--- src/rtl/ring_cadence_gen.sv ---
// Cadenced buzzer/vibration drive from level-type ringer/motor requests.
// Define RING_CADENCE_TIMEOUT_EN to compile in the burst-count timeout (DONE state, muted).
module ring_cadence_gen #(
  parameter int unsigned TONE_DIV   = 4,
  parameter int unsigned ON_CYCLES  = 64,
  parameter int unsigned OFF_CYCLES = 32,
  parameter int unsigned MAX_BURSTS = 8
) (
  input  logic       clk,
  input  logic       areset,
  input  logic       ringer,
  input  logic       motor,
  output logic       buzzer,
  output logic       vib,
  output logic       active,
  output logic       muted,
  output logic [7:0] burst_cnt
);

  localparam int unsigned PHASE_MAX = (ON_CYCLES > OFF_CYCLES) ? ON_CYCLES : OFF_CYCLES;
  localparam int unsigned PW        = $clog2(PHASE_MAX) + 1;
  localparam int unsigned TW        = $clog2(TONE_DIV) + 1;

  localparam logic [PW-1:0] ON_LAST   = PW'(ON_CYCLES - 1);
  localparam logic [PW-1:0] OFF_LAST  = PW'(OFF_CYCLES - 1);
  localparam logic [TW-1:0] TONE_LAST = TW'(TONE_DIV - 1);

  if (TONE_DIV < 1 || ON_CYCLES < 2 || OFF_CYCLES < 1 ||
      MAX_BURSTS < 1 || MAX_BURSTS > 255) begin : g_bad_params
    $error("ring_cadence_gen: parameter out of range");
  end

  typedef enum logic [1:0] {
    ST_IDLE,
    ST_ON,
    ST_OFF
`ifdef RING_CADENCE_TIMEOUT_EN
    , ST_DONE
`endif
  } state_t;

  state_t        state;
  logic [PW-1:0] phase;
  logic [TW-1:0] tone;
  logic          mode_ringer_r;
  logic          mode_motor_r;
  logic [7:0]    next_cnt;
  logic          req;

  assign req = ringer | motor;

  always_comb begin
    next_cnt = (burst_cnt == 8'hFF) ? burst_cnt : burst_cnt + 8'd1;
  end

`ifndef RING_CADENCE_TIMEOUT_EN
  assign muted = 1'b0;
`endif

  always_ff @(posedge clk or posedge areset) begin
    if (areset) begin
      state         <= ST_IDLE;
      phase         <= '0;
      tone          <= '0;
      mode_ringer_r <= 1'b0;
      mode_motor_r  <= 1'b0;
      buzzer        <= 1'b0;
      vib           <= 1'b0;
      active        <= 1'b0;
      burst_cnt     <= '0;
`ifdef RING_CADENCE_TIMEOUT_EN
      muted         <= 1'b0;
`endif
    end else if (!req) begin
      // Withdrawing both requests aborts from any state; burst_cnt is kept.
      state  <= ST_IDLE;
      phase  <= '0;
      tone   <= '0;
      buzzer <= 1'b0;
      vib    <= 1'b0;
      active <= 1'b0;
`ifdef RING_CADENCE_TIMEOUT_EN
      muted  <= 1'b0;
`endif
    end else begin
      case (state)
        ST_IDLE: begin
          state         <= ST_ON;
          mode_ringer_r <= ringer;
          mode_motor_r  <= motor;
          burst_cnt     <= '0;
          phase         <= '0;
          tone          <= '0;
          buzzer        <= ringer;
          vib           <= motor;
          active        <= 1'b1;
        end
        ST_ON: begin
          if (phase == ON_LAST) begin
            burst_cnt <= next_cnt;
            phase     <= '0;
            tone      <= '0;
            buzzer    <= 1'b0;
            vib       <= 1'b0;
`ifdef RING_CADENCE_TIMEOUT_EN
            if (next_cnt == 8'(MAX_BURSTS)) begin
              state  <= ST_DONE;
              active <= 1'b0;
              muted  <= 1'b1;
            end else begin
              state <= ST_OFF;
            end
`else
            state <= ST_OFF;
`endif
          end else begin
            phase <= phase + 1'b1;
            if (tone == TONE_LAST) begin
              tone   <= '0;
              buzzer <= mode_ringer_r & ~buzzer;
            end else begin
              tone <= tone + 1'b1;
            end
          end
        end
        ST_OFF: begin
          if (phase == OFF_LAST) begin
            state         <= ST_ON;
            mode_ringer_r <= ringer;
            mode_motor_r  <= motor;
            phase         <= '0;
            tone          <= '0;
            buzzer        <= ringer;
            vib           <= motor;
          end else begin
            phase <= phase + 1'b1;
          end
        end
`ifdef RING_CADENCE_TIMEOUT_EN
        ST_DONE: begin
          state <= ST_DONE;
        end
`endif
        default: begin
          state  <= ST_IDLE;
          buzzer <= 1'b0;
          vib    <= 1'b0;
          active <= 1'b0;
        end
      endcase
    end
  end

endmodule

--- config.mk ---
export PLATFORM = sky130hd
export DESIGN_NAME = ring_cadence_gen
export DESIGN_NICKNAME = d
export VERILOG_FILES = /design/src/rtl/ring_cadence_gen.sv
export SDC_FILE = /design/constraint.sdc
export NUM_CORES = 1
export LEC_CHECK = 0
export CAP_MARGIN = 5
export CORE_MARGIN = 4
export CORE_UTILIZATION = 50
export DETAILED_ROUTE_END_ITERATION = 8
export PLACE_DENSITY = 0.76
export SLEW_MARGIN = 20
export SYNTH_ARGS = -nofsm -noshare
export SYNTH_HDL_FRONTEND = slang
export SYNTH_SLANG_ARGS = --single-unit
--- constraint.sdc ---
create_clock -name clk -period 1.7 [get_ports clk]
set_clock_uncertainty 0.05 [all_clocks]
set_input_delay 0.255 -clock clk [delete_from_list [all_inputs] [get_ports clk]]
set_output_delay 0.255 -clock clk [all_outputs]
set_load 0.03 [all_outputs]
Yosys cells after proc, flatten, opt, wreduce, memory -nomap -nowiden
Index checks and enable logic that the tools add are counted.
Widths: inputs -> output; s select.

cells by class
  shifts and indexed selects = 0
  muxes and demuxes = 28
  reduce and logical (&&, ||, !) cells = 9
  $add $sub $neg = 3
  order comparisons = 0
  bitwise operators = 3
  $mul = 0
  div/mod/pow operators = 0
  eq/ne operators = 14

operator list
  cell                 count
  $mux 7               3
  $pmux 7 s3           1
  $mux 8               2
  $pmux 8 s2           1
  $mux 3               4
  $pmux 3 s3           1
  $add 8x1->8 const B  1
  $eq 8x8->1 const B   1
  $mux 1               8
  $ne 2x2->1 const B   4
  $add 7x1->7 const B  1
  $eq 7x5->1 const B   1
  $eq 7x6->1 const B   1
  $mux 2               3
  $ne 3x3->1 const B   2
  $pmux 1 s3           2
  $pmux 2 s3           1
  $reduce_and 2->1     3
  $ne 4x1->1 const B   1
  $ne 4x4->1 const B   1
  $pmux 1 s2           2
  $reduce_and 4->1     1
  $reduce_bool 2->1    2
  $add 3x1->3 const B  1
  9 further kinds      9

storage, ports and cells
  bits in writable memories = 0
  memory bits (read-only) = 0
  memories = 0
  register bits after elaboration = 24
  word-level logic and storage cells = 65
  latch bits = 0
  input port bits = 4
  output and inout bits = 12

Depth between registers and ports, before layout
Gate-level depths: netlist of run 1.

  depth after elaboration = 6
  mapped depth = 7
  gate-level depth less buffers = 7

Least setup slack after synthesis of run 1
No wires, ideal clock.

  path type = register to register
  start = reg phase[0]
  end = reg burst_cnt[4]
  data arrival time = 1.614 ns
  path buffers = 0
  setup time = 0.140 ns
  cell stages (with the launch flop) = 7
  clock period less this slack = 1.804 ns
  slack = -0.104 ns
  required time = 1.510 ns
  cell sequence = dfrtp_1 -> ha_1 -> nand4_2 -> o32a_4 -> nor4b_2 -> xnor2_1 -> nor2_1

between the ends
  word-level cells in the longest chain between the ends = 3

ends and longest elaborated chain
  what                        RTL line  text
  start: declaration          43        logic [PW-1:0] phase;
  start signal: assignment    117       phase <= phase + 1'b1;
  start signal: assignment    136       phase <= phase + 1'b1;
  $eq 7x6->1                  99        if (phase == ON_LAST) begin
  $ne 2x2->1 (no line)        --
  $reduce_and 4->1 (no line)  --
  end signal: assignment      100       burst_cnt <= next_cnt;
  end: declaration            17        output logic [7:0] burst_cnt

No other way between the ends.
A chain may end at the register's enable or synchronous reset.

Worst setup path after layout of run 1
  start = reg state[0]
  end = reg phase[2]

between the ends
  word-level cells in the longest chain between the ends = 3
  elaborated cells between the ends (all ways) = 6
  classes of those cells = eq/ne: 3; mux: 2; reduce/logical: 1

ends and longest elaborated chain
  what                                RTL line  text
  start: declaration                  42        state_t state;
  start signal: assignment            62        state <= ST_IDLE;
  start signal: assignment            76        state <= ST_IDLE;
  start signal: assignment            88        state <= ST_ON;
  $eq 2x2->1 (tied with other cells)  86        case (state)
  $pmux 7 s3                          86
  $mux 7                              74        end else if (!req) begin

Parallel ways exist; a longest one is shown, timed or not.

==> results of run 1 <==
==> path summary, 6_finish.rpt <==
check,startpoint,endpoint,cells past startpoint
worst max-delay path,state[0]$_DFFE_PP0P_,phase[2]$_DFFE_PP0P_,7
worst min-delay path,areset,burst_cnt[7]$_DFFE_PP0P_,3
worst max register to register,state[0]$_DFFE_PP0P_,phase[2]$_DFFE_PP0P_,7
worst min register to register,burst_cnt[0]$_DFFE_PP0P_,burst_cnt[0]$_DFFE_PP0P_,1
max in group asynchronous,areset,burst_cnt[2]$_DFFE_PP0P_,3
min in group clk,burst_cnt[0]$_DFFE_PP0P_,burst_cnt[0]$_DFFE_PP0P_,1
==> per-stage QoR <==
step | worst slack (ns) | TNS [ns] | area (um2)
6_report | -0.144 | -0.882 | 2100
5_1_grt | -0.194 | -2.46 | 2100
4_1_cts | -0.0623 | -0.307 | 2010
3_5_place_dp | -0.160 | -1.85 | 1780
3_3_place_gp | -0.108 | -0.953 | 1780
2_1_floorplan | -0.0612 | -0.245 | 1460
==> layout make-up <==
class                           instances  area [um2]  share of cell area
Clock buffer                            3        22.5              0.0107
Timing Repair Buffer                   52         438               0.208
Inverter                                8        30.0              0.0143
Sequential cell                        24         601               0.286
Multi-Input combinational cell        113         971               0.462
Tap cell                               31        38.8              0.0185
==> repair_timing <==
| action | CTS | global route |
|---|---|---|
| pin swaps | 17 | 12 |
| setup buffers | 10 | 2 |
| resized for setup | 36 | 19 |
| endpoints found under the setup margin | 31 | 23 |
==> tightest hold or removal path, stage by stage <==
cell and delay, ns:
sky130_fd_sc_hd__clkdlybuf4s50_1 0.39, sky130_fd_sc_hd__inv_1 0.05, sky130_fd_sc_hd__buf_4 0.30
==> cells by family (layout without fill, tap and decap cells) <==
group	after synthesis	in the layout	synth area share
compound gates	29	29	0.147
xor+xnor	5	5	0.0304
fa+ha+maj	7	7	0.0608
buf+inv	12	63	0.0539
flops	24	24	0.417
mux	8	8	0.0573
other cells	1	1	0.00260
simple gates	63	63	0.231
==> cells in the mapped netlist, types with 2 or more instances <==
| master | n | area (um2) |
|---|---|---|
| sky130_fd_sc_hd__a21o_2 | 2 | 17.5 |
| sky130_fd_sc_hd__a21oi_1 | 5 | 25.0 |
| sky130_fd_sc_hd__dfrtp_1 | 24 | 601 |
| sky130_fd_sc_hd__ha_1 | 7 | 87.6 |
| sky130_fd_sc_hd__inv_1 | 8 | 30.0 |
| sky130_fd_sc_hd__mux2_2 | 2 | 22.5 |
| sky130_fd_sc_hd__mux2i_1 | 6 | 60.1 |
| sky130_fd_sc_hd__nand2_1 | 15 | 56.3 |
| sky130_fd_sc_hd__nand3_1 | 5 | 25.0 |
| sky130_fd_sc_hd__nand4_1 | 2 | 12.5 |
| sky130_fd_sc_hd__nor2_1 | 18 | 67.6 |
| sky130_fd_sc_hd__nor3_1 | 6 | 30.0 |
| sky130_fd_sc_hd__nor3b_1 | 2 | 15.0 |
| sky130_fd_sc_hd__nor4b_1 | 3 | 26.3 |
| sky130_fd_sc_hd__o21ai_0 | 11 | 55.1 |
| sky130_fd_sc_hd__or2_2 | 3 | 18.8 |
| sky130_fd_sc_hd__or3_1 | 2 | 12.5 |
| sky130_fd_sc_hd__xnor2_1 | 5 | 43.8 |
==> layer usage <==
layer / vias up / track usage / share of wire
li1: 633 / - / -
met4: 0 / 0.0879 / 0.032
met3: 16 / 0.0252 / 0.047
met1: 680 / 0.273 / 0.40
met5: - / 0 / 0
met2: 41 / 0.392 / 0.52
==> report_power, final <==
group | internal (mW) | switching, mW | leakage (nW)
Sequential | 0.674 | 0.0823 | 0.324
Clock | 0.0833 | 0.175 | 0.0138
Combinational | 0.918 | 0.939 | 0.671
Total | 1.68 | 1.20 | 1.01
==> state kept, by name (all words and copies together) (netlist names) <==
signal / flops
phase: 7
active: 1
burst_cnt: 8
buzzer: 1
state: 2
tone: 3
vib: 1
mode_ringer_r: 1
==> run_summary.xml, run 1 <==
<?xml version="1.0" encoding="UTF-8"?>
<metrics>
  <group name="worst_setup_path">
    <metric name="critical_path.max_fanout" unit="">6</metric>
    <metric name="path_cells" unit="">ha_4 &gt; buf_8 &gt; buf_4 &gt; buf_6 &gt; o2111ai_4 &gt; o21ai_1 &gt; a21o_2</metric>
    <metric name="critPathRequiredTime" unit="ns">1.88</metric>
    <metric name="crit_slowest_cell" unit="">sky130_fd_sc_hd__dfrtp_1</metric>
    <metric name="critical_path.top_delay_family" unit="">compound AO/OA/AOI/OAI gates</metric>
    <metric name="worstPathBufferInverterCount" unit="">3</metric>
    <metric name="setup.worst_path.end_class" unit="">flip-flop</metric>
    <metric name="worst_path_largest_cell_delay" unit="ns">0.46</metric>
    <metric name="criticalPathCategory" unit="">reg2reg</metric>
    <metric name="startpoint_type" unit="">flip-flop</metric>
    <metric name="regToRegSetupSlack" unit="ns">-0.14</metric>
    <metric name="cp_data_arrival_time" unit="ns">2.02</metric>
  </group>
  <group name="timing">
    <metric name="number_of_max_slew_violations_in_the_final_report" unit="">0</metric>
    <metric name="max_freq" unit="GHz">0.542</metric>
    <metric name="timing.final.crit_period" unit="ns">1.84</metric>
    <metric name="whs" unit="ns">0.204</metric>
    <metric name="period_share" unit="">1.08</metric>
    <metric name="setup_viol" unit="">17</metric>
    <metric name="rsz0062_at_grt" unit="">true</metric>
    <metric name="setup_ws" unit="ns">-0.144</metric>
    <metric name="final_number_of_hold_violating_endpoints" unit="">0</metric>
  </group>
  <group name="grt">
    <metric name="grt.overflow.total" unit="">0</metric>
    <metric name="groute.usage.overall" unit="">0.222</metric>
    <metric name="grt_start_max_net_pins" unit="">25</metric>
    <metric name="grt_first_pass_wirelength" unit="um">6210</metric>
    <metric name="grt_pass1_vias" unit="">1337</metric>
    <metric name="antenna_found_initial" unit="">0</metric>
  </group>
  <group name="synth">
    <metric name="netlist-cell-type-count" unit="">41</metric>
    <metric name="synth.ff_latch_count" unit="">24</metric>
    <metric name="synth_ff_type" unit="">sky130_fd_sc_hd__dfrtp_1</metric>
    <metric name="synthCells" unit="">149</metric>
    <metric name="synth-edff-count" unit="">0</metric>
    <metric name="synth_area" unit="um2">1440</metric>
    <metric name="post_synth_arst_share" unit="">1.00</metric>
    <metric name="ys_seq_area_frac" unit="">0.417</metric>
    <metric name="syn-mean-instance-area" unit="um2">9.67</metric>
    <metric name="syn_nets" unit="">160</metric>
    <metric name="yosys_warnings" unit="">0</metric>
  </group>
  <group name="worst_hold_path">
    <metric name="worstHoldPathType" unit="">in2async</metric>
  </group>
  <group name="route">
    <metric name="drt-initial-drc-count" unit="">78</metric>
    <metric name="vias_per_cell" unit="">5.93</metric>
    <metric name="firstDrtPassIters" unit="">4</metric>
    <metric name="ant_nets" unit="">0</metric>
    <metric name="via_count" unit="">1370</metric>
    <metric name="drt-wirelength-per-cell" unit="um">17.0</metric>
    <metric name="totalWireLength" unit="um">3930</metric>
    <metric name="drt_drc_violations_left" unit="">0</metric>
  </group>
  <group name="layout">
    <metric name="flow.area_growth_from_synthesis" unit="%">45.9</metric>
    <metric name="mostFrequentLayoutCells" unit="">34 x sky130_fd_sc_hd__buf_4, 24 x sky130_fd_sc_hd__dfrtp_1, 15 x sky130_fd_sc_hd__nand2_1</metric>
    <metric name="antennaDiodeCount" unit="">0</metric>
    <metric name="drive_gt1_frac" unit="">0.395</metric>
    <metric name="fill_cells" unit="">182</metric>
    <metric name="fin_cells" unit="">231</metric>
    <metric name="final_core_util" unit="">0.762</metric>
    <metric name="fin_nets" unit="">213</metric>
    <metric name="final_common_cell" unit="">sky130_fd_sc_hd__buf_4</metric>
  </group>
  <group name="placed_design">
    <metric name="placement.io_buffers" unit="">14</metric>
    <metric name="numPlacedInstances" unit="">216</metric>
    <metric name="place.gp.congestion" unit="">0.875</metric>
    <metric name="detailedPlacementHpwl" unit="um">2350</metric>
  </group>
  <group name="clock_tree">
    <metric name="cts.htree.levels" unit="">1</metric>
    <metric name="clock-root-buffer" unit="">sky130_fd_sc_hd__clkbuf_4</metric>
    <metric name="clock_path_buffers" unit="">2</metric>
    <metric name="clock_tree_sinks" unit="">24</metric>
    <metric name="worst_setup_hold_path_clk_slew" unit="ns">0.13</metric>
    <metric name="clock_latency" unit="ns">0.33</metric>
    <metric name="tritoncts" unit="">done</metric>
    <metric name="numCtsBuffers" unit="">3</metric>
    <metric name="cts-hold-fix-buffers" unit="">0</metric>
  </group>
  <group name="power_and_ir_drop">
    <metric name="vdd_ir_drop_max" unit="uV">1360</metric>
    <metric name="power_density_over_the_cells" unit="nW/um2">1370</metric>
    <metric name="leakage" unit="nW">1.01</metric>
    <metric name="design_power_total" unit="mW">2.87</metric>
  </group>
  <group name="floorplan">
    <metric name="fp-row-count" unit="">19</metric>
    <metric name="die_width" unit="um">61.7</metric>
    <metric name="vertical_die_dimension" unit="um">61.7</metric>
    <metric name="die_area" unit="um2">3800</metric>
    <metric name="initial_core_util" unit="">0.522</metric>
    <metric name="io-pin-count" unit="">16</metric>
    <metric name="core_area" unit="um2">2760</metric>
  </group>
  <group name="run_status">
    <metric name="failed_checks" unit="">negative setup slack</metric>
    <metric name="outcome" unit="">finished, violations left</metric>
  </group>
  <group name="run">
    <metric name="drv_cap" unit="">0</metric>
  </group>
</metrics>
Power figures use the tool's default switching activity.
==> run 2, diff against run 1 <==
--- a/config.mk
+++ b/config.mk
@@ -10,6 +10,7 @@
 export CORE_UTILIZATION = 50
 export DETAILED_ROUTE_END_ITERATION = 8
 export PLACE_DENSITY = 0.76
+export RECOVER_POWER = 50
 export SLEW_MARGIN = 20
 export SYNTH_ARGS = -nofsm -noshare
 export SYNTH_HDL_FRONTEND = slang
==> run_summary.xml, run 2 (synthesis results as in run 1) <==
<?xml version="1.0" encoding="UTF-8"?>
<metrics>
  <group name="worst_hold_path">
    <metric name="worstHoldPathType" unit="">in2async</metric>
  </group>
  <group name="route">
    <metric name="ant_nets" unit="">0</metric>
    <metric name="via_count" unit="">1380</metric>
    <metric name="firstDrtPassIters" unit="">4</metric>
    <metric name="drt-wirelength-per-cell" unit="um">17.1</metric>
    <metric name="drt-initial-drc-count" unit="">78</metric>
    <metric name="vias_per_cell" unit="">5.97</metric>
    <metric name="totalWireLength" unit="um">3940</metric>
    <metric name="drt_drc_violations_left" unit="">0</metric>
  </group>
  <group name="grt">
    <metric name="grt_pass1_vias" unit="">1337</metric>
    <metric name="antenna_found_initial" unit="">0</metric>
    <metric name="groute.usage.overall" unit="">0.222</metric>
    <metric name="grt_start_max_net_pins" unit="">25</metric>
    <metric name="grt.overflow.total" unit="">0</metric>
    <metric name="grt_first_pass_wirelength" unit="um">6210</metric>
  </group>
  <group name="worst_setup_path">
    <metric name="reg_to_reg_critical_path_endpoint" unit="">phase[2]$_DFFE_PP0P_</metric>
    <metric name="setup.worst_path.end_class" unit="">flip-flop</metric>
    <metric name="cp_data_arrival_time" unit="ns">2.02</metric>
    <metric name="path_cells" unit="">ha_4 &gt; buf_8 &gt; buf_4 &gt; buf_6 &gt; o2111ai_4 &gt; o21ai_1 &gt; a21o_2</metric>
    <metric name="critical_path.top_delay_family" unit="">compound AO/OA/AOI/OAI gates</metric>
    <metric name="rr_startpoint" unit="">state[0]$_DFFE_PP0P_</metric>
    <metric name="worst_r2r_path_depth" unit="">7</metric>
    <metric name="critPathRequiredTime" unit="ns">1.88</metric>
    <metric name="regToRegSetupSlack" unit="ns">-0.14</metric>
    <metric name="crit_slowest_cell" unit="">sky130_fd_sc_hd__dfrtp_1</metric>
    <metric name="worst_path_largest_cell_delay" unit="ns">0.46</metric>
    <metric name="critical_path.max_fanout" unit="">6</metric>
    <metric name="startpoint_type" unit="">flip-flop</metric>
    <metric name="worstPathBufferInverterCount" unit="">3</metric>
    <metric name="criticalPathCategory" unit="">reg2reg</metric>
  </group>
  <group name="timing">
    <metric name="relSlewSlack" unit="">0.596</metric>
    <metric name="rsz0062_at_grt" unit="">true</metric>
    <metric name="timing.final.crit_period" unit="ns">1.84</metric>
    <metric name="max_freq" unit="GHz">0.542</metric>
    <metric name="number_of_max_slew_violations_in_the_final_report" unit="">0</metric>
    <metric name="final_number_of_hold_violating_endpoints" unit="">0</metric>
    <metric name="period_share" unit="">1.09</metric>
    <metric name="whs" unit="ns">0.448</metric>
    <metric name="setup_viol" unit="">17</metric>
    <metric name="setup_ws" unit="ns">-0.145</metric>
    <metric name="fin_tns_setup" unit="ns">-0.895</metric>
    <metric name="worst-slew-pin-transition" unit="ns">0.606</metric>
  </group>
  <group name="layout">
    <metric name="largest_reg_flops" unit="">8</metric>
    <metric name="fill_cells" unit="">183</metric>
    <metric name="fin_nets" unit="">213</metric>
    <metric name="mostFrequentLayoutCells" unit="">33 x sky130_fd_sc_hd__buf_4, 24 x sky130_fd_sc_hd__dfrtp_1, 15 x sky130_fd_sc_hd__nand2_1</metric>
    <metric name="drive_gt1_frac" unit="">0.395</metric>
    <metric name="final_common_cell" unit="">sky130_fd_sc_hd__buf_4</metric>
    <metric name="final_core_util" unit="">0.761</metric>
    <metric name="antennaDiodeCount" unit="">0</metric>
    <metric name="flow.area_growth_from_synthesis" unit="%">45.7</metric>
    <metric name="biggestRegsByFlops" unit="">burst_cnt (8), phase (7), tone (3)</metric>
    <metric name="largest_register" unit="">burst_cnt</metric>
  </group>
  <group name="clock_tree">
    <metric name="clock-root-buffer" unit="">sky130_fd_sc_hd__clkbuf_4</metric>
    <metric name="clock_tree_sinks" unit="">24</metric>
    <metric name="worst_setup_hold_path_clk_slew" unit="ns">0.13</metric>
    <metric name="cts-hold-fix-buffers" unit="">0</metric>
    <metric name="numCtsBuffers" unit="">3</metric>
    <metric name="clock_latency" unit="ns">0.33</metric>
    <metric name="cts.htree.levels" unit="">1</metric>
    <metric name="tritoncts" unit="">done</metric>
    <metric name="clock_path_buffers" unit="">2</metric>
  </group>
  <group name="power_and_ir_drop">
    <metric name="p_sw_frac" unit="">0.417</metric>
    <metric name="power_density_over_the_cells" unit="nW/um2">1370</metric>
    <metric name="p_sw" unit="mW">1.20</metric>
    <metric name="sequentialPowerShare" unit="">0.263</metric>
    <metric name="comb_power_share" unit="">0.647</metric>
    <metric name="vdd_ir_drop_max" unit="uV">1360</metric>
    <metric name="leakage" unit="nW">1.01</metric>
    <metric name="power_report.internal_total" unit="mW">1.67</metric>
    <metric name="design_power_total" unit="mW">2.87</metric>
    <metric name="pwr-share-clk" unit="">0.090</metric>
  </group>
  <group name="run_status">
    <metric name="outcome" unit="">finished, violations left</metric>
    <metric name="failed_checks" unit="">negative setup slack</metric>
  </group>
  <group name="floorplan">
    <metric name="initial_core_util" unit="">0.522</metric>
    <metric name="die_width" unit="um">61.7</metric>
    <metric name="die_area" unit="um2">3800</metric>
    <metric name="core_area" unit="um2">2760</metric>
    <metric name="fp-row-count" unit="">19</metric>
    <metric name="vertical_die_dimension" unit="um">61.7</metric>
    <metric name="io-pin-count" unit="">16</metric>
  </group>
  <group name="placed_design">
    <metric name="detailedPlacementHpwl" unit="um">2350</metric>
    <metric name="place.gp.congestion" unit="">0.875</metric>
    <metric name="detailedPlace.worstSlack" unit="ns">-0.160</metric>
    <metric name="placement.io_buffers" unit="">14</metric>
  </group>
  <group name="run">
    <metric name="drv_cap" unit="">0</metric>
  </group>
</metrics>
==> run 2: per-layer routing <==
metal	GRT usage	part of all wire	up-vias
li1	-	-	633
met1	0.273	0.39	685
met2	0.392	0.52	44
met3	0.0252	0.052	18
met4	0.0879	0.032	0
met5	0	0	-
==> run 2: cell type report <==
class | instances | area (um2) | share of cell area
Multi-Input combinational cell | 113 | 971 | 0.463
Clock buffer | 3 | 22.5 | 0.0107
Tap cell | 31 | 38.8 | 0.0185
Timing Repair Buffer | 52 | 435 | 0.208
Inverter | 8 | 30.0 | 0.0143
Sequential cell | 24 | 601 | 0.286
==> run 2: worst max path at each step <==
stage                          from                        to  depth (start not counted)
2_1_floorplan  state[1]$_DFFE_PP0P_  burst_cnt[4]$_DFFE_PP0P_                          7
3_3_place_gp                 ringer  burst_cnt[4]$_DFFE_PP0P_                          6
3_5_place_dp                 ringer  burst_cnt[2]$_DFFE_PP0P_                          6
4_1_cts        phase[1]$_DFFE_PP0P_  burst_cnt[4]$_DFFE_PP0P_                          6
5_1_grt        state[0]$_DFFE_PP0P_      phase[2]$_DFFE_PP0P_                          7
6_report       state[0]$_DFFE_PP0P_      phase[2]$_DFFE_PP0P_                          7
==> run 2: timing repair <==
item | in CTS | in global routing
pin swaps | 17 | 12
endpoints found under the hold margin | 0 | 0
setup endpoints to repair | 31 | 23
buffers inserted | 10 | 2
resized for setup | 36 | 19
==> run 2: power by group through the flow <==
stage | clock, mW | sequential (mW) | combinational [mW]
2_1_floorplan | 0 | 0.837 | 0.713
3_3_place_gp | 0 | 0.746 | 1.31
3_5_place_dp | 0 | 0.753 | 1.35
4_1_cts | 0.255 | 0.753 | 1.64
5_1_grt | 0.291 | 0.770 | 2.00
6_report | 0.258 | 0.756 | 1.86
==> run 2: metrics by stage <==
stage / cell area (um2) / std cells
5_1_grt: 2100 / 231
3_3_place_gp: 1780 / 216
4_1_cts: 2010 / 229
3_5_place_dp: 1780 / 216
6_report: 2100 / 231
2_1_floorplan: 1460 / 149
==> run 2: tightest hold or removal path, delay by kind of cell <==
family	cells	cell delay, ns
buf+inv	3	1.06
